### src/rtl/i2c_slave_pkg.sv
// Shared types and constants for the I2C register-file slave.
// Bus-level constants are the wire levels seen on SDA during the acknowledge bit.
package i2c_slave_pkg;

  typedef enum logic [3:0] {
    IDLE,
    ADDR,
    ADDR_ACK,
    PTR,
    PTR_ACK,
    WDATA,
    WDATA_ACK,
    RDATA,
    RACK,
    IGNORE
  } state_e;

  localparam logic I2C_ACK  = 1'b0;
  localparam logic I2C_NACK = 1'b1;

  localparam int BITS_PER_BYTE = 8;

endpackage

### src/rtl/i2c_line_filter.sv
// Two-flop synchronizer followed by a glitch filter: the filtered level only follows
// the synchronized level after FILTER_LEN consecutive equal samples. Idles high.
module i2c_line_filter #(
  parameter int FILTER_LEN = 3
) (
  input  logic clk,
  input  logic rst,
  input  logic line,
  output logic filt
);

  logic       sync1;
  logic       sync2;
  logic [3:0] cnt;

  always_ff @(posedge clk or posedge rst) begin
    if (rst) begin
      sync1 <= 1'b1;
      sync2 <= 1'b1;
      cnt   <= 4'd0;
      filt  <= 1'b1;
    end else begin
      sync1 <= line;
      sync2 <= sync1;
      // Any sample agreeing with the current filtered level restarts the run.
      if (sync2 == filt) begin
        cnt <= 4'd0;
      end else if (cnt == 4'(FILTER_LEN - 1)) begin
        filt <= sync2;
        cnt  <= 4'd0;
      end else begin
        cnt <= cnt + 4'd1;
      end
    end
  end

endmodule

### src/rtl/i2c_slave_regfile.sv
// I2C slave answering one 7-bit address and exposing a byte register file with an
// auto-incrementing pointer. Never stretches SCL; SDA is driven open-drain via SDA_PADOEN_O.
module i2c_slave_regfile
  import i2c_slave_pkg::*;
#(
  parameter logic [6:0] SLAVE_ADDR = 7'h50,
  parameter int         NUM_REGS   = 16,
  parameter int         FILTER_LEN = 3,
  localparam int        IDX_W      = $clog2(NUM_REGS)
) (
  input  logic             WB_CLK_I,
  input  logic             WB_RST_I,
  input  logic             SCL_PAD_I,
  input  logic             SDA_PAD_I,
  output logic             SDA_PAD_O,
  output logic             SDA_PADOEN_O,
  output logic             BUSY_O,
  output logic             WR_STB_O,
  output logic [IDX_W-1:0] WR_IDX_O,
  output logic [7:0]       WR_DATA_O,
  input  logic [IDX_W-1:0] DBG_IDX_I,
  output logic [7:0]       DBG_DATA_O,
  output logic [3:0]       DBG_STATE_O
);

  logic scl_f, sda_f, scl_d, sda_d;
  logic scl_rise, scl_fall, start_det, stop_det, byte_done;

  state_e           state, state_next;
  logic [3:0]       bit_cnt, bit_cnt_next;
  logic [7:0]       shreg, shreg_next;
  logic [IDX_W-1:0] ptr, ptr_next;
  logic             sda_oen, oen_next;
  logic             busy, busy_next;
  logic             reg_we;
  logic             wr_stb, wr_stb_next;
  logic [IDX_W-1:0] wr_idx, wr_idx_next;
  logic [7:0]       wr_data, wr_data_next;
  logic [7:0]       regs [NUM_REGS];

  i2c_line_filter #(.FILTER_LEN(FILTER_LEN)) u_scl_filter (
    .clk  (WB_CLK_I),
    .rst  (WB_RST_I),
    .line (SCL_PAD_I),
    .filt (scl_f)
  );

  i2c_line_filter #(.FILTER_LEN(FILTER_LEN)) u_sda_filter (
    .clk  (WB_CLK_I),
    .rst  (WB_RST_I),
    .line (SDA_PAD_I),
    .filt (sda_f)
  );

  assign scl_rise  = scl_f & ~scl_d;
  assign scl_fall  = ~scl_f & scl_d;
  // SCL must be high both before and after the SDA edge, so simultaneous settling of
  // both filters after reset can never fake a START or STOP.
  assign start_det = scl_f & scl_d & sda_d & ~sda_f;
  assign stop_det  = scl_f & scl_d & ~sda_d & sda_f;
  assign byte_done = (bit_cnt == 4'(BITS_PER_BYTE));

  always_comb begin
    state_next   = state;
    bit_cnt_next = bit_cnt;
    shreg_next   = shreg;
    ptr_next     = ptr;
    oen_next     = sda_oen;
    busy_next    = busy;
    reg_we       = 1'b0;
    wr_stb_next  = 1'b0;
    wr_idx_next  = wr_idx;
    wr_data_next = wr_data;

    if (start_det) begin
      state_next   = ADDR;
      bit_cnt_next = 4'd0;
      oen_next     = 1'b1;
      busy_next    = 1'b1;
    end else if (stop_det) begin
      state_next   = IDLE;
      bit_cnt_next = 4'd0;
      oen_next     = 1'b1;
      busy_next    = 1'b0;
    end else if (scl_rise) begin
      case (state)
        ADDR, PTR, WDATA, RACK: begin
          shreg_next   = {shreg[6:0], sda_f};
          bit_cnt_next = bit_cnt + 4'd1;
        end
        RDATA:   bit_cnt_next = bit_cnt + 4'd1;
        default: ;
      endcase
    end else if (scl_fall) begin
      // All SDA changes happen here, i.e. only while SCL is low.
      case (state)
        ADDR: if (byte_done) begin
          bit_cnt_next = 4'd0;
          if (shreg[7:1] == SLAVE_ADDR) begin
            state_next = ADDR_ACK;
            oen_next   = I2C_ACK;
          end else begin
            state_next = IGNORE;
          end
        end
        ADDR_ACK: begin
          bit_cnt_next = 4'd0;
          if (shreg[0]) begin
            state_next = RDATA;
            shreg_next = regs[ptr];
            oen_next   = regs[ptr][7];
          end else begin
            state_next = PTR;
            oen_next   = 1'b1;
          end
        end
        PTR: if (byte_done) begin
          bit_cnt_next = 4'd0;
          ptr_next     = shreg[IDX_W-1:0];
          oen_next     = I2C_ACK;
          state_next   = PTR_ACK;
        end
        PTR_ACK, WDATA_ACK: begin
          bit_cnt_next = 4'd0;
          oen_next     = 1'b1;
          state_next   = WDATA;
        end
        WDATA: if (byte_done) begin
          bit_cnt_next = 4'd0;
          reg_we       = 1'b1;
          wr_stb_next  = 1'b1;
          wr_idx_next  = ptr;
          wr_data_next = shreg;
          ptr_next     = ptr + IDX_W'(1);
          oen_next     = I2C_ACK;
          state_next   = WDATA_ACK;
        end
        RDATA: begin
          if (byte_done) begin
            bit_cnt_next = 4'd0;
            oen_next     = 1'b1;
            ptr_next     = ptr + IDX_W'(1);
            state_next   = RACK;
          end else begin
            oen_next   = shreg[6];
            shreg_next = {shreg[6:0], 1'b0};
          end
        end
        RACK: if (bit_cnt != 4'd0) begin
          bit_cnt_next = 4'd0;
          if (shreg[0] == I2C_NACK) begin
            state_next = IGNORE;
          end else begin
            state_next = RDATA;
            shreg_next = regs[ptr];
            oen_next   = regs[ptr][7];
          end
        end
        default: ;
      endcase
    end
  end

  always_ff @(posedge WB_CLK_I or posedge WB_RST_I) begin
    if (WB_RST_I) begin
      state   <= IDLE;
      bit_cnt <= 4'd0;
      shreg   <= 8'd0;
      ptr     <= '0;
      sda_oen <= 1'b1;
      busy    <= 1'b0;
      wr_stb  <= 1'b0;
      wr_idx  <= '0;
      wr_data <= 8'd0;
      scl_d   <= 1'b1;
      sda_d   <= 1'b1;
    end else begin
      state   <= state_next;
      bit_cnt <= bit_cnt_next;
      shreg   <= shreg_next;
      ptr     <= ptr_next;
      sda_oen <= oen_next;
      busy    <= busy_next;
      wr_stb  <= wr_stb_next;
      wr_idx  <= wr_idx_next;
      wr_data <= wr_data_next;
      scl_d   <= scl_f;
      sda_d   <= sda_f;
    end
  end

  always_ff @(posedge WB_CLK_I or posedge WB_RST_I) begin
    if (WB_RST_I) begin
      for (int i = 0; i < NUM_REGS; i++) regs[i] <= 8'd0;
    end else if (reg_we) begin
      regs[ptr] <= shreg;
    end
  end

  // WR_STB_O is a valid-only strobe: WR_IDX_O/WR_DATA_O are meaningful in the strobe
  // cycle and there is no ready, so the consumer must take the byte in that cycle.
  assign WR_STB_O     = wr_stb;
  assign WR_IDX_O     = wr_idx;
  assign WR_DATA_O    = wr_data;
  assign SDA_PAD_O    = 1'b0;
  assign SDA_PADOEN_O = sda_oen;
  assign BUSY_O       = busy;
  assign DBG_DATA_O   = regs[DBG_IDX_I];
  assign DBG_STATE_O  = state;

endmodule

### config.mk
export PLATFORM = sky130hd
export DESIGN_NAME = i2c_slave_regfile
export DESIGN_NICKNAME = d
export VERILOG_FILES = /design/src/rtl/i2c_slave_pkg.sv /design/src/rtl/i2c_line_filter.sv /design/src/rtl/i2c_slave_regfile.sv
export SDC_FILE = /design/constraint.sdc
export NUM_CORES = 1
export LEC_CHECK = 0
export BUFFER_PORTS_ARGS = -buffer_cell sky130_fd_sc_hd__buf_4
export CAP_MARGIN = 15
export CELL_PAD_IN_SITES_DETAIL_PLACEMENT = 2
export CELL_PAD_IN_SITES_GLOBAL_PLACEMENT = 2
export CORE_MARGIN = 1
export CORE_UTILIZATION = 35
export DETAILED_ROUTE_END_ITERATION = 8
export GPL_TIMING_DRIVEN = 0
export PLACE_DENSITY = 0.71
export SYNTH_ARGS = -nofsm -noshare
export SYNTH_HDL_FRONTEND = slang
export SYNTH_SLANG_ARGS = --single-unit
### constraint.sdc
create_clock -name WB_CLK_I -period 13 [get_ports WB_CLK_I]
set_input_delay 0.65 -clock WB_CLK_I [delete_from_list [all_inputs] [get_ports WB_CLK_I]]
set_output_delay 0.65 -clock WB_CLK_I [all_outputs]
set_load 0.02 [all_outputs]
### After elaboration in Yosys (flattened, before gate mapping)

Cells that the tools add are included.

| word-level totals | value |
|---|---|
| bits in writable memories | 0 |
| register bits | 179 |
| word-level logic and storage cells | 186 |
| bits in latches | 0 |
| memory bits (read-only) | 0 |
| output and inout port bits | 28 |
| memories | 0 |

| cells by class | value |
|---|---|
| reduce and logical (&&, ||, !) cells | 27 |
| multiply operators | 0 |
| div/mod/pow operators | 0 |
| magnitude comparators | 3 |
| bitwise logic cells | 18 |
| multiplexer cells | 65 |
| add/sub/neg operators | 4 |
| shift operators | 0 |
| equality and inequality tests | 33 |

Operators by type and width:

| cell | number |
|---|---|
| $bwmux 128 | 1 |
| $mux 4 | 24 |
| $mux 8 | 12 |
| $bmux 8 s4 | 2 |
| $demux 8 s4 | 1 |
| $ne 4x4->1 const B | 7 |
| $pmux 4 s7 | 1 |
| $pmux 8 s3 | 1 |
| $mux 1 | 19 |
| $add 4x1->4 const B | 4 |
| $eq 4x2->1 const B | 4 |
| $eq 4x3->1 const B | 4 |
| $reduce_and 8->1 | 2 |
| $reduce_and 7->1 | 2 |
| $ne 3x3->1 const B | 4 |
| $pmux 4 s3 | 1 |
| $reduce_bool 4->1 | 3 |
| $ge 5x5->1 const B | 2 |
| $not 4->5 | 2 |
| $not 1->1 | 9 |
| $reduce_and 9->1 | 1 |
| $reduce_bool 9->1 | 1 |
| $eq 4x4->1 const B | 2 |
| $pmux 4 s2 | 1 |
| other kinds (26) | 40 |

### Logic depth before layout (Yosys ltp)

| depth | value |
|---|---|
| word-level depth | 11 |
| depth in mapped cells | 10 |
| gate-level depth less buffers | 8 |

### By module

From an unflattened synthesis, not the netlist that was laid out.

| second synthesis, totals | value |
|---|---|
| cells, all modules | 727 |
| area, all modules | 9730.6 µm² |

Modules (own cells, without submodules):

| module | sequential area each (µm²) | cells each | instances | area each (µm²) |
|---|---|---|---|---|
| i2c_slave_regfile | 4132.7 | 683 | 1 | 9165.0 |
| i2c_line_filter | 178.9 | 22 | 2 | 282.8 |

### Worst setup path after synthesis

OpenSTA, ideal clock, no wires.

| path | value |
|---|---|
| path type | input port to output port |
| start point | in DBG_IDX_I[0] |
| end point | out DBG_DATA_O[0] |
| buffers on the path | 2 |
| arrival | 2.233 ns |
| data required time | 12.350 ns |
| stages on the path | 4 |
| slack | 10.117 ns |
| cells stage by stage | clkbuf_1 buf_2 mux4_2 mux4_2 |

| on the way | value |
|---|---|
| longest elaborated chain between the ends | 4 |

RTL lines:

| what | RTL line | RTL |
|---|---|---|
| start: declaration | i2c_slave_regfile.sv:21 | `input logic [IDX_W-1:0] DBG_IDX_I,` |
| $not 4->5 (implied by the code) | i2c_slave_regfile.sv:208 | `assign DBG_DATA_O = regs[DBG_IDX_I];` |
| $bmux 8 s4 | i2c_slave_regfile.sv:208 |  |
| $mux 8 (implied by the code) (2 in series) | i2c_slave_regfile.sv:208 |  |
| end: declaration | i2c_slave_regfile.sv:22 | `output logic [7:0] DBG_DATA_O,` |

No other way between the ends. The select of a mux whose other input is x is not followed.

### Final worst setup path

| path | value |
|---|---|
| start point | in DBG_IDX_I[0] |
| end point | out DBG_DATA_O[3] |

Same word-level chain as after synthesis.

==> run_results.csv <==
group,metric,value,unit
final_layout,nNetsFinal,771,
placed_design,dp_slack,9590,ps
sta,hold_violations,0,
clock_network,clockBufferDepth,2,
sta,finalMaxSlewViolations,0,
logic_synthesis,ys_seq_elements,179,
logic_synthesis,synthCells,701,
setup_path,path_cells,"clkbuf_1 > buf_2 > mux4_2 > mux4_2 > buf_4",
logic_synthesis,synth-compound-area-share,5.12,%
floorplanning,core_area,27000,µm²
clock_network,clock_latency,440,ps
logic_synthesis,ys.flop_type,"dfrtp_1",
floorplanning,rows,60,
floorplanning,num_io_pins,36,
placed_design,numPortBuffers,31,
pwr,ir_worst_vdd,0.0000679,V
clock_network,cts_buffers,17,
drt,drc,0,
setup_path,worst_path_most_repeated_cell,"mux4_2",
flow_run,maxCapViolations,0,
logic_synthesis,synthesis.nets,720,
logic_synthesis,yosys.cell_types.count,60,
logic_synthesis,yosys.area.top_type,"dfrtp_1",
logic_synthesis,synth_top_family_by_area,"multiplexers",
drt,drt_wl_total,30200,µm
sta,max_slew_margin,30.1,%
final_layout,area_growth,13.0,%
drt,antenna_left,0,
logic_synthesis,synth-edff-count,0,
grt,grt_max_degree,135,
logic_synthesis,synth-simple-area-share,8.17,%
drt,routedWlPerCell,27.3,µm
drt,drtIter0Drc,565,
sta,worstMarginPinSlew,1050,ps
setup_path,cp-end-kind,"output port",
logic_synthesis,synth_top_cell_area_share,44.0,%
placed_design,hpwl,20700,µm
floorplanning,start_util,35.8,%
pwr,leakage,0.00516,µW
clock_network,cts.sinks,179,
grt,antenna_found_initial,0,
setup_path,crit_type,"in2out",
grt,grt_pass1_vias,7314,
setup_path,critPathMaxFanout,10,
final_layout,layout.cells.non_filler,1106,
sta,fin_worst_skew,13.0,ps
logic_synthesis,synth_mux_area_share,35.0,%
clock_network,clockRootBuffer,"clkbuf_16",
sta,period_minus_slack,3380,ps
floorplanning,die-area,28300,µm²
sta,finalSetupViolCount,0,
setup_path,critPathMaxStageDelay,590,ps
floorplanning,dieWidth,168,µm
logic_synthesis,synth_area,9680,µm²
clock_network,cts_tree,"built",
run_status,status,"complete, no violations",
grt,grt_usage,22.7,%
final_layout,n_antenna_cell,0,
logic_synthesis,avgSynthCellArea,13.8,µm²
sta,worst_slack,9620,ps
final_layout,drive_above_1_share,27.6,%
clock_network,htreeDepth,4,
drt,drt-pass1-iter-count,5,
clock_network,cts_hold_buf,0,
setup_path,cpMaxStageDelayCell,"mux4_2",
logic_synthesis,synthTopCellsByArea,"dfrtp_1 (44%), mux4_2 (18%), mux2_1 (15%)",
logic_synthesis,synth_xor_area_share,0.634,%
placed_design,post-place-cells,1074,
setup_path,required,12350,ps
placed_design,place.gp.congestion,0.832,
hold_path,hp-class,"in2async",
drt,vias_per_cell,5.81,
clock_network,cts-resized-gates,0,
logic_synthesis,yosys_warnings,0,
grt,grt_pass1_wl,47300,µm
sta,tns,0,ps
sta,rsz0062_at_grt,"no",
clock_network,clk_pin_slew,80,ps
setup_path,regToRegSetupSlack,10090,ps
clock_network,post-cts-setup-buffers,0,
grt,grt-ovfl-total,0,
setup_path,crit_arrival,2730,ps
pwr,power-per-cell-area,143,nW/µm²
sta,timing.fmax,0.296,GHz
floorplanning,die_h,168,µm
logic_synthesis,yosysSeqAreaShare,46.4,%
sta,fin_crit_sh,26.0,%
setup_path,startpoint_type,"primary input",
drt,vias,6428,
logic_synthesis,synthArstFlopShare,100,%
logic_synthesis,synthAdderAreaFrac,1.42,%
-- layout make-up --
cell class                      count  area (µm²)
Timing Repair Buffer               32         260
Clock inverter                     12         121
Clock buffer                       20         447
Sequential cell                   179        4490
Buffer                             59         273
Fill cell                        2700       16100
Tap cell                          341         427
Multi-Input combinational cell    452        4870
Inverter                           11        48.8
-- worst max-delay path, delay by kind of cell --
family                 cells  cell delay (ps)
multiplexers               2             1120
buffers and inverters      3              950
-- path summary, 6_finish.rpt --
check	start	endpoint	cells after the start
hold reg to reg	u_scl_filter.sync1	u_scl_filter.sync2	0
setup reg to reg	ptr[2]	SDA_PADOEN_O	7
min in group WB_CLK_I	SCL_PAD_I	u_scl_filter.sync1	1
setup / recovery	DBG_IDX_I[0]	DBG_DATA_O[3]	5
max in group asynchronous	WB_RST_I	regs[127]	3
hold / removal	WB_RST_I	WR_DATA_O[6]	2
-- layout by cell type (no fill, tap or decap), types with 5 or more instances in the layout --
| cell type | Yosys | routed |
|---|---|---|
| nor2_1 | 36 | 36 |
| mux2i_1 | 5 | 5 |
| a21oi_1 | 25 | 25 |
| buf_2 | 14 | 14 |
| nand2_1 | 25 | 25 |
| and2_1 | 7 | 7 |
| mux2_2 | 16 | 16 |
| nand2_4 | 16 | 16 |
| mux4_2 | 76 | 76 |
| clkbuf_16 | 0 | 17 |
| o21ai_0 | 15 | 15 |
| nand3_1 | 12 | 12 |
| inv_1 | 11 | 10 |
| nand2b_1 | 10 | 10 |
| buf_4 | 7 | 38 |
| mux2_1 | 128 | 128 |
| a22oi_1 | 10 | 10 |
| ha_1 | 11 | 11 |
| buf_1 | 6 | 6 |
| dfrtp_1 | 170 | 170 |
| xor2_1 | 5 | 5 |
| clkbuf_1 | 31 | 33 |
| dfstp_2 | 9 | 9 |
-- stage by stage --
step | cell area [µm²] | power (µW) | util [%] | hold WS [ps]
floorplan | 9680 | 905 | - | 345
global placement | 10300 | 1030 | 38.2 | 350
detailed placement | 10400 | 1060 | 38.4 | 350
CTS | 10900 | 1580 | 40.5 | 209
global route | 10900 | 1650 | 40.5 | 209
finish | 10900 | 1570 | 40.5 | 192
-- sequential cells by signal, indices dropped and copies added, names as in the netlist, 4 cells and up --
name and flops:
ptr 4, shreg 8, WR_IDX_O 4, bit_cnt 4, u_sda_filter.cnt 4, u_scl_filter.cnt 4, regs 128, DBG_STATE_O 4
WR_DATA_O 8
-- per-layer routing --
metal	track usage (%)	wire [µm]	vias to the layer above	part of all wire, %
met5	0	0	-	0
met4	4.82	381	0	1.3
met3	3.50	988	21	3.3
met2	39.1	15400	125	51
met1	30.3	13400	3541	44
li1	-	-	2741	-
-- power by group --
| group | switching, µW | total [µW] | internal, µW |
|---|---|---|---|
| combinational | 292 | 418 | 126 |
| sequential | 37.4 | 637 | 599 |
| clock | 239 | 513 | 274 |
-- synthesized netlist by cell type (11+ instances only) --
| cell type | n |
|---|---|
| a21oi_1 | 25 |
| buf_2 | 14 |
| clkbuf_1 | 31 |
| dfrtp_1 | 170 |
| ha_1 | 11 |
| inv_1 | 11 |
| mux2_1 | 128 |
| mux2_2 | 16 |
| mux4_2 | 76 |
| nand2_1 | 25 |
| nand2_4 | 16 |
| nand3_1 | 12 |
| nor2_1 | 36 |
| o21ai_0 | 15 |
-- kinds of logic after synthesis --
group	Yosys count
multiplexers	225
flip-flops	179
AND/OR/NAND/NOR	132
AO/OA/AOI/OAI	76
buffers and inverters	70
adder cells (fa/ha/maj)	11
XOR/XNOR	7
other	1
Power figures use the tool's default switching activity.
